<file path="src/rtl/sd_play_sched_if.sv">
// Reader handshake between the playback scheduler (master) and the SD frame reader (slave).
interface sd_play_sched_if;
  logic        rd_req;
  logic [31:0] rd_addr;
  logic        rd_busy;
  logic        rd_done;

  modport master (output rd_req, rd_addr, input rd_busy, rd_done);
  modport slave  (input rd_req, rd_addr, output rd_busy, rd_done);
endinterface

</file>
<file path="src/rtl/sd_play_sched.sv">
// SD clip playback scheduler: paces one frame read per display tick and tracks position.
// Define SD_PLAY_LOOP_EN to wrap to the first frame at end of clip instead of stopping in DONE.
module sd_play_sched #(
  parameter int unsigned FRAME_W  = 8,
  parameter int unsigned WDOG_CYC = 5000000
) (
  input  logic               HCLK,
  input  logic               HRESET,
  input  logic               init_end,
  input  logic               frame_tick,
  input  logic               play,
  input  logic               pause,
  input  logic               rewind,
  input  logic [31:0]        base_addr,
  input  logic [15:0]        sect_per_frame,
  input  logic [FRAME_W-1:0] frame_total,
  sd_play_sched_if.master    rd,
  output logic [FRAME_W-1:0] frame_idx,
  output logic [2:0]         state,
  output logic               playing,
  output logic               underrun,
  output logic               timeout
);

  localparam int unsigned     WD_W   = (WDOG_CYC > 2) ? $clog2(WDOG_CYC) : 1;
  localparam logic [WD_W-1:0] WD_MAX = WD_W'(WDOG_CYC - 1);

  typedef enum logic [2:0] {
    S_IDLE      = 3'd0,
    S_STOP      = 3'd1,
    S_WAIT_TICK = 3'd2,
    S_ISSUE     = 3'd3,
    S_READING   = 3'd4,
    S_PAUSED    = 3'd5,
    S_DONE      = 3'd6,
    S_ERR       = 3'd7
  } state_e;

  state_e             state_q, state_d;
  logic               rd_req_q, rd_req_d;
  logic [31:0]        rd_addr_q, rd_addr_d;
  logic [FRAME_W-1:0] frame_idx_q, frame_idx_d;
  logic               playing_q, playing_d;
  logic               underrun_q, underrun_d;
  logic               timeout_q, timeout_d;
  logic               pend_q, pend_d;
  logic               pause_lat_q, pause_lat_d;
  logic               rew_lat_q, rew_lat_d;
  logic [WD_W-1:0]    wdog_q, wdog_d;
  logic [31:0]        base_q, base_d;
  logic [15:0]        spf_q, spf_d;
  logic [FRAME_W-1:0] total_q, total_d;

  logic cfg_load;
  logic queue_tick;
  logic do_rewind;
  logic last_frame;

  always_comb begin
    // NOTE: every signal gets a default before the case so no path leaves it unassigned (no latches).
    state_d     = state_q;
    rd_req_d    = 1'b0;
    rd_addr_d   = rd_addr_q;
    frame_idx_d = frame_idx_q;
    underrun_d  = underrun_q;
    timeout_d   = timeout_q;
    pend_d      = pend_q;
    pause_lat_d = pause_lat_q;
    rew_lat_d   = rew_lat_q;
    wdog_d      = wdog_q;
    queue_tick  = 1'b0;
    do_rewind   = 1'b0;

    // Clip geometry is only allowed to change while the player is stopped.
    cfg_load   = (state_q == S_IDLE) || (state_q == S_STOP);
    base_d     = cfg_load ? base_addr      : base_q;
    spf_d      = cfg_load ? sect_per_frame : spf_q;
    total_d    = cfg_load ? frame_total    : total_q;
    last_frame = (frame_idx_q == total_q - FRAME_W'(1));

    if (!init_end && (state_q != S_IDLE) && (state_q != S_ERR)) begin
      state_d     = S_IDLE;
      pend_d      = 1'b0;
      pause_lat_d = 1'b0;
      rew_lat_d   = 1'b0;
    end else begin
      unique case (state_q)
        S_IDLE: if (init_end) state_d = S_STOP;
        S_STOP: begin
          if (rewind) do_rewind = 1'b1;
          else if (play) begin
            state_d     = S_WAIT_TICK;
            rd_addr_d   = base_d;
            frame_idx_d = '0;
          end
        end
        S_WAIT_TICK: begin
          if (rewind) do_rewind = 1'b1;
          else if (pause) state_d = S_PAUSED;
          else if ((frame_tick || pend_q) && !rd.rd_busy) begin
            state_d = S_ISSUE;
            pend_d  = 1'b0;
          end else queue_tick = frame_tick;
        end
        S_ISSUE: begin
          rd_req_d   = 1'b1;
          wdog_d     = '0;
          state_d    = S_READING;
          queue_tick = frame_tick;
          if (rewind) rew_lat_d = 1'b1;
          if (pause) pause_lat_d = 1'b1;
        end
        S_READING: begin
          queue_tick = frame_tick;
          if (rewind) rew_lat_d = 1'b1;
          if (pause) pause_lat_d = 1'b1;
          if (rd.rd_done) begin
            pause_lat_d = 1'b0;
            // A rewind requested mid-read swallows this completion instead of advancing.
            if (rew_lat_q || rewind) do_rewind = 1'b1;
            else begin
              rd_addr_d   = rd_addr_q + 32'(spf_q);
              frame_idx_d = frame_idx_q + FRAME_W'(1);
              state_d     = (pause_lat_q || pause) ? S_PAUSED : S_WAIT_TICK;
              if (last_frame) begin
`ifdef SD_PLAY_LOOP_EN
                rd_addr_d   = base_q;
                frame_idx_d = '0;
`else
                state_d     = S_DONE;
`endif
              end
            end
          end else if (wdog_q == WD_MAX) begin
            timeout_d = 1'b1;
            state_d   = S_ERR;
          end else wdog_d = wdog_q + WD_W'(1);
        end
        S_PAUSED: begin
          if (rewind) do_rewind = 1'b1;
          else if (play) state_d = S_WAIT_TICK;
        end
        S_DONE: if (rewind) do_rewind = 1'b1;
        S_ERR:  ;
      endcase
    end

    // One tick may wait for the reader; a second one overruns and is dropped.
    if (queue_tick) begin
      if (pend_q) underrun_d = 1'b1;
      else        pend_d     = 1'b1;
    end

    if (do_rewind) begin
      state_d     = S_STOP;
      rd_addr_d   = base_d;
      frame_idx_d = '0;
      pend_d      = 1'b0;
      pause_lat_d = 1'b0;
      rew_lat_d   = 1'b0;
    end

    playing_d = (state_d == S_WAIT_TICK) || (state_d == S_ISSUE) || (state_d == S_READING);
  end

  always_ff @(posedge HCLK) begin
    if (HRESET) begin
      state_q     <= S_IDLE;
      rd_req_q    <= 1'b0;
      rd_addr_q   <= '0;
      frame_idx_q <= '0;
      playing_q   <= 1'b0;
      underrun_q  <= 1'b0;
      timeout_q   <= 1'b0;
      pend_q      <= 1'b0;
      pause_lat_q <= 1'b0;
      rew_lat_q   <= 1'b0;
      wdog_q      <= '0;
      base_q      <= '0;
      spf_q       <= '0;
      total_q     <= '0;
    end else begin
      // NOTE: non-blocking assignments so every register samples pre-edge values.
      state_q     <= state_d;
      rd_req_q    <= rd_req_d;
      rd_addr_q   <= rd_addr_d;
      frame_idx_q <= frame_idx_d;
      playing_q   <= playing_d;
      underrun_q  <= underrun_d;
      timeout_q   <= timeout_d;
      pend_q      <= pend_d;
      pause_lat_q <= pause_lat_d;
      rew_lat_q   <= rew_lat_d;
      wdog_q      <= wdog_d;
      base_q      <= base_d;
      spf_q       <= spf_d;
      total_q     <= total_d;
    end
  end

  assign rd.rd_req  = rd_req_q;
  assign rd.rd_addr = rd_addr_q;
  assign frame_idx  = frame_idx_q;
  assign state      = state_q;
  assign playing    = playing_q;
  assign underrun   = underrun_q;
  assign timeout    = timeout_q;

endmodule

</file>
<file path="src/flat_wrapper.sv">
// flat-port wrapper written by rule: the top's interface ports become plain ports
module sd_play_sched_flat 
#(
  parameter int unsigned FRAME_W  = 8,
  parameter int unsigned WDOG_CYC = 5000000
)
  (HCLK, HRESET, init_end, frame_tick, play, pause, rewind, base_addr, sect_per_frame, frame_total, frame_idx, state, playing, underrun, timeout, rd_rd_req, rd_rd_addr, rd_rd_busy, rd_rd_done);
  sd_play_sched_if rd_i ();
  input  logic HCLK;
  input  logic HRESET;
  input  logic init_end;
  input  logic frame_tick;
  input  logic play;
  input  logic pause;
  input  logic rewind;
  input  logic [31:0] base_addr;
  input  logic [15:0] sect_per_frame;
  input  logic [FRAME_W-1:0] frame_total;
  output logic [FRAME_W-1:0] frame_idx;
  output logic [2:0] state;
  output logic playing;
  output logic underrun;
  output logic timeout;
  output wire logic [$bits(rd_i.rd_req)-1:0] rd_rd_req;
  output wire logic [$bits(rd_i.rd_addr)-1:0] rd_rd_addr;
  input wire logic [$bits(rd_i.rd_busy)-1:0] rd_rd_busy;
  input wire logic [$bits(rd_i.rd_done)-1:0] rd_rd_done;
  assign rd_rd_req = rd_i.rd_req;
  assign rd_rd_addr = rd_i.rd_addr;
  assign rd_i.rd_busy = rd_rd_busy;
  assign rd_i.rd_done = rd_rd_done;
  sd_play_sched #(.FRAME_W(FRAME_W), .WDOG_CYC(WDOG_CYC)) u_core (.HCLK(HCLK), .HRESET(HRESET), .init_end(init_end), .frame_tick(frame_tick), .play(play), .pause(pause), .rewind(rewind), .base_addr(base_addr), .sect_per_frame(sect_per_frame), .frame_total(frame_total), .rd(rd_i), .frame_idx(frame_idx), .state(state), .playing(playing), .underrun(underrun), .timeout(timeout));
endmodule
</file>
<file path="config.mk">
export PLATFORM = sky130hd
export DESIGN_NAME = sd_play_sched_flat
export DESIGN_NICKNAME = d
export VERILOG_FILES = /design/src/rtl/sd_play_sched_if.sv /design/src/rtl/sd_play_sched.sv /design/src/flat_wrapper.sv
export SDC_FILE = /design/constraint.sdc
export NUM_CORES = 1
export LEC_CHECK = 0
export BUFFER_PORTS_ARGS = -buffer_cell sky130_fd_sc_hd__buf_2
export CORE_ASPECT_RATIO = 0.8
export CORE_MARGIN = 2
export CORE_UTILIZATION = 25
export DETAILED_ROUTE_END_ITERATION = 12
export GPL_TIMING_DRIVEN = 0
export PLACE_DENSITY_LB_ADDON = 0.12
export SLEW_MARGIN = 20
export SYNTH_ARGS = -nofsm -noshare
export SYNTH_HDL_FRONTEND = slang
export SYNTH_SLANG_ARGS = --single-unit
export TNS_END_PERCENT = 20
</file>
<file path="constraint.sdc">
create_clock -name HCLK -period 3.31 [get_ports HCLK]
set_input_delay 0.8275 -clock HCLK [delete_from_list [all_inputs] [get_ports HCLK]]
set_output_delay 0.8275 -clock HCLK [all_outputs]
set_load 0.01 [all_outputs]
</file>
# [Yosys cells after proc, flatten, opt, wreduce, memory -nomap -nowiden]
# Cells that the tools add are included.
[word_totals] output_inout_bits=47 in_bits=65 regBits=129
[classes] add_sub_neg=4 n_reduce_logical=28 n_mux=51 eq_ne=23 bitwise_logic=2
[ops] op="two-way mux 32 bit" count=7
[ops] op="case mux 32 bit (2 select lines)" count=1
[ops] op="two-way mux 23 bit" count=2
[ops] op="case mux 23 bit (2 select lines)" count=1
[ops] op="two-way mux 3 bit" count=13
[ops] op="adder 32 x 16 -> 32 bit" count=1
[ops] op="two-way mux 8 bit" count=4
[ops] op="adder 23 x 1 -> 23 bit (second input constant)" count=1
[ops] op="equality test 23 bit (second input constant)" count=1
[ops] op="two-way mux 1 bit" count=18
[ops] op="case mux 8 bit (2 select lines)" count=1
[ops] op="case mux 3 bit (5 select lines)" count=1
[ops] op="equality test 3 x 2 -> 1 bit (second input constant)" count=4
[ops] op="equality test 3 bit (second input constant)" count=4
[ops] op="inequality test 2 bit (second input constant)" count=6
[ops] op="inequality test 3 x 2 -> 1 bit (second input constant)" count=4
[ops] op="AND reduction 6 bit" count=2
[ops] op="adder 8 x 1 -> 8 bit (second input constant)" count=1
[ops] op="equality test 8 bit" count=1
[ops] op="AND reduction 4 bit" count=2
[ops] op="OR reduction 2 bit" count=4
[ops] op="subtractor 8 x 1 -> 8 bit (second input constant)" count=1
[ops] op="logical OR 1 bit" count=6
[ops] op="case mux 1 bit (2 select lines)" count=3
[ops] op="other kinds (12)" count=19

# [Logic depth before layout (Yosys ltp)]
[logic_depth] word_depth=11 mapped_depth=11

# [Worst setup path after synthesis]
# No wires, ideal clock.
[synth_timing] path_kind="register -> register" startpoint="reg u_core.rd_addr_q[0] (netlist: u_core.rd.rd_addr[0])" endpoint="reg u_core.rd_addr_q[26] (netlist: u_core.rd.rd_addr[26])" slack_ns=0.820 period_less_slack_ns=2.490 arrival_time_ns=2.395 stages_incl_launch_ff=11 n_path_buf=0 cell_sequence="dfxtp_1 > ha_1 > inv_1 > fa_1 > nor2b_1 > o21bai_1 > a31oi_1 > a211o_1 > a22oi_2 > or3_1 > o311ai_1"
[synth_via] elab_chain_len=6
[synth_lines] element="start: declaration" line="sd_play_sched.sv:41" source="logic [31:0] rd_addr_q, rd_addr_d;"
[synth_lines] element="start signal: assignment" line="sd_play_sched.sv:186" source="rd_addr_q <= rd_addr_d;"
[synth_lines] element="adder 32 x 16 -> 32 bit" line="sd_play_sched.sv:122" source="rd_addr_d = rd_addr_q + 32'(spf_q);"
[synth_lines] element="two-way mux 32 bit" line="sd_play_sched.sv:120" source="if (rew_lat_q || rewind) do_rewind = 1'b1;"
[synth_lines] element="two-way mux 32 bit" line="sd_play_sched.sv:117" source="if (rd.rd_done) begin"
[synth_lines] element="case mux 32 bit (2 select lines)" line="sd_play_sched.sv:87" source="unique case (state_q)"
[synth_lines] element="two-way mux 32 bit" line="sd_play_sched.sv:81" source="if (!init_end && (state_q != S_IDLE) && (state_q != S_ERR)) begin"
[synth_lines] element="two-way mux 32 bit" line="sd_play_sched.sv:154" source="if (do_rewind) begin"
# Every way passes these cells. The select of a mux whose other input is x is not followed.
# A chain may end at the register's enable or synchronous reset.

# [Final worst setup path]
[layout_timing] startpoint="reg u_core.state_q[0] (netlist: u_core.state[0])" endpoint="reg u_core.rd_addr_q[10] (netlist: u_core.rd.rd_addr[10])"
[layout_via] elab_chain_len=8
[layout_lines] element="start: declaration" line="sd_play_sched.sv:39" source="state_e state_q, state_d;"
[layout_lines] element="start signal: assignment" line="sd_play_sched.sv:184" source="state_q <= state_d;"
[layout_lines] element="branches (longest 8 deep; another with AND reduction 6 bit)"
# Several ways; the timed one is not identified. The select of a mux whose other input is x is not followed.

==> metrics.csv <==
metric,value,unit
largest area contributor in the netlist,dfxtp_1,
Post-Synth XOR/XNOR Area,5.313,%
largest net degree at the start of global routing,17,
CTS Sinks,129,
worst r2r path cells,10,
worst min-delay path class,flip-flop to flip-flop,
gr ovfl total,0,
Post-Syn Area,6924,um^2
IO Count,112,
Post-Layout Cell Count,1370,
adder-cell share of the synthesized area,4.445,%
P&R area growth vs syn,22.53,%
Post-synth EDFFs,0,
input/output buffers,109,
Compound-Gate Fraction of Synth Area,22.50,%
core footprint,27230,um^2
setup tns final,0,ps
clk slew on worst S/H paths,60,ps
CTS Root Cell,clkbuf_16,
max-cap violations,0,
static leakage,3.498,nW
vias per cell,4.845,
Async SR Flop Fraction,0,%
count of cell types in the netlist,79,
Routed WL,24360,um
Worst R2R Start,u_core.state[0],
ys flop type,dfxtp_1,
std cell rows,54,
# Post-CTS Setup Buffers,0,
final hold violations,0,
initial DRC count,415,
number of global-route vias before repair,6296,
register bit count reported by yosys,129,
diode count,0,
Die Width,190.1,um
ANT nets after route,0,
Final Cycle Share,90.05,%
cts-stage hold buffer count,0,
initial antenna violation count,1,
share of the synthesized area in the top cell type,37.30,%
Mapped Cells,865,
Setup Skew,10.07,ps
proportion of synthesized area in mux cells,2.747,%
hold path start,u_core.spf_q[6],
reg-to-reg endpoint,u_core.rd.rd_addr[10],
CTS tree,yes,
hpwl dp,18140,um
sequential share of the synthesized area,37.30,%
Rel. slew slack,44.49,%
total track usage,17.09,%
Final Wtd Congestion,0.8116,
post-CTS resize count,0,
placed cells,1338,
Die ar.,29050,um^2
Least-Margin Pin Slew,832.7,ps
critical path type,flip-flop to flip-flop,
Synth area leaders,"dfxtp_1, nand2_1, a21oi_1",
CP Launch Point,u_core.state[0],
layout net count,1082,
layout cell share with drive strength beyond 1,18.29,%
Critical Path End Type,flip-flop,
final setup fails,0,
Avg WL per Cell,17.78,um
Post-DP Area,7925,um^2
syn avg cell area,8.005,um^2
outcome,completed,
combinational family with the most area after synthesis,simple AND/OR/NAND/NOR gates,
CP arrival,3300,ps
Final Util,31.16,%
CTS H-tree lvls,4,
nature of the critical path startpoint,flip-flop,
Crit path required time,3630,ps
synth warn,0,
Worst Hold Endpoint,u_core.spf_q[6],
Finished Cell Area,8484,um^2
CTS Buf Count,17,
vias,6637,
Tmin final,2981,ps
unrepaired setup endpoints after global routing,false,
f_max,335.5,MHz
Power per Cell Area,831.8,nW/um^2
syn_nets,954,
starting density of the core,25.43,%
first-pass GRT wire length,37980,um
max-slew violations,0,
drt drc,0,
clk_lat worst skew,430,ps
Pre-Repair DR Iteration Count,5,
crit-path max FO,10,
flop2flop setup slack,330,ps
Worst Hold Depth,2,
post-synthesis simple-gate area fraction,23.53,%
CTS Buffer Depth,2,
Die Y,152.9,um
Worst VDD drop,0.4656,mV
routing by layer:
| layer | routed length (um) | vias up | track usage (%) |
|---|---|---|---|
| met4 | 199 | 0 | 3.765 |
| met3 | 1512 | 12 | 4.271 |
| met1 | 12900 | 3119 | 25.65 |
| met2 | 9742 | 168 | 24.28 |
| met5 | 0 | - | 0 |
| li1 | - | 3338 | - |
cells in the mapped netlist, types with 8 or more instances:
master and n:
or3_1 10, o21ai_0 41, nor3_1 11, ha_1 23, o211ai_1 20, buf_2 15
dfxtp_1 129, clkbuf_1 23, and3_1 14, nand3_1 20, mux2i_1 19, nand2_1 150
nand4_1 8, a21oi_1 89, xor2_1 26, inv_1 20, a31oi_1 10, xnor2_1 16
nor2_1 79
cell type report:
type | instances | area (um^2)
plain buffers | 46 | 215.2
clock buffers | 19 | 442.9
clock inverters | 13 | 115.1
fillers | 2998 | 18740
inverters | 20 | 75.07
multi-input cells | 670 | 4053
flip-flops and latches | 129 | 2582
well taps | 364 | 455.4
repair buffers | 109 | 545.5
state kept, by name, summed over array words and instances, names as in the netlist:
name,count
u_core.playing,1
u_core.rd.rd_req,1
u_core.total_q,8
u_core.timeout,1
u_core.base_q,32
u_core.frame_idx,8
u_core.rd.rd_addr,32
u_core.rew_lat_q,1
u_core.wdog_q,23
u_core.underrun,1
u_core.state,3
u_core.spf_q,16
u_core.pause_lat_q,1
u_core.pend_q,1
power breakdown:
| group | switching, mW | total, mW | internal [mW] |
|---|---|---|---|
| logic | 1.93 | 3.01 | 1.08 |
| registers | 0.304 | 2.23 | 1.93 |
| clock network | 0.767 | 1.82 | 1.05 |
| total | 3.00 | 7.06 | 4.06 |
cell usage in the layout (no fill, tap or decap), drive strengths merged, types with 10 or more instances in the layout:
| cell type | n |
|---|---|
| o21ai | 44 |
| o211ai | 21 |
| xnor2 | 16 |
| and3 | 15 |
| a31oi | 10 |
| dfxtp | 129 |
| buf | 132 |
| nor3 | 13 |
| nand2 | 150 |
| nand3 | 20 |
| a21oi | 89 |
| nor2 | 81 |
| xor2 | 26 |
| mux2i | 19 |
| inv | 20 |
| ha | 23 |
| clkbuf | 42 |
| or3 | 10 |
logic make-up after synthesis:
family / Yosys count
and+or+nand+nor: 347
AOI/OAI and AO/OA: 238
DFF: 129
buffers and inverters: 66
xor gates and xnor gates: 42
adders and majority gates: 24
muxes: 19
critical path: stages (launching register included):
cell and delay, ps:
dfxtp_1 490, inv_1 110, ha_1 220, nor2b_1 160, a211oi_4 460, o21a_1 190, buf_2 260, buf_1 510
o21ai_0 220, a21oi_1 170, nor2_1 60
stage by stage:
stage / worst slack [ps] / total power, mW / hold slack (ps)
floorplan: 819.9 / 4.225 / 440.0
global placement: 69.05 / 5.300 / 450.9
detailed placement: 57.60 / 5.297 / 454.7
CTS: 33.79 / 7.162 / 463.4
global route: 61.93 / 7.602 / 484.9
finish: 329.4 / 7.057 / 459.8
how the worst max path moves through the flow:
| stage | to | slack (ps) |
|---|---|---|
| global placement | u_core.spf_q[2] | 70 |
| global route | u_core.rd.rd_addr[11] | 60 |
| floorplan | u_core.rd.rd_addr[26] | 820 |
| CTS | u_core.spf_q[6] | 30 |
| finish | u_core.rd.rd_addr[10] | 330 |
| detailed placement | u_core.spf_q[6] | 60 |
Note: power is estimated with default switching activity, not from simulation.
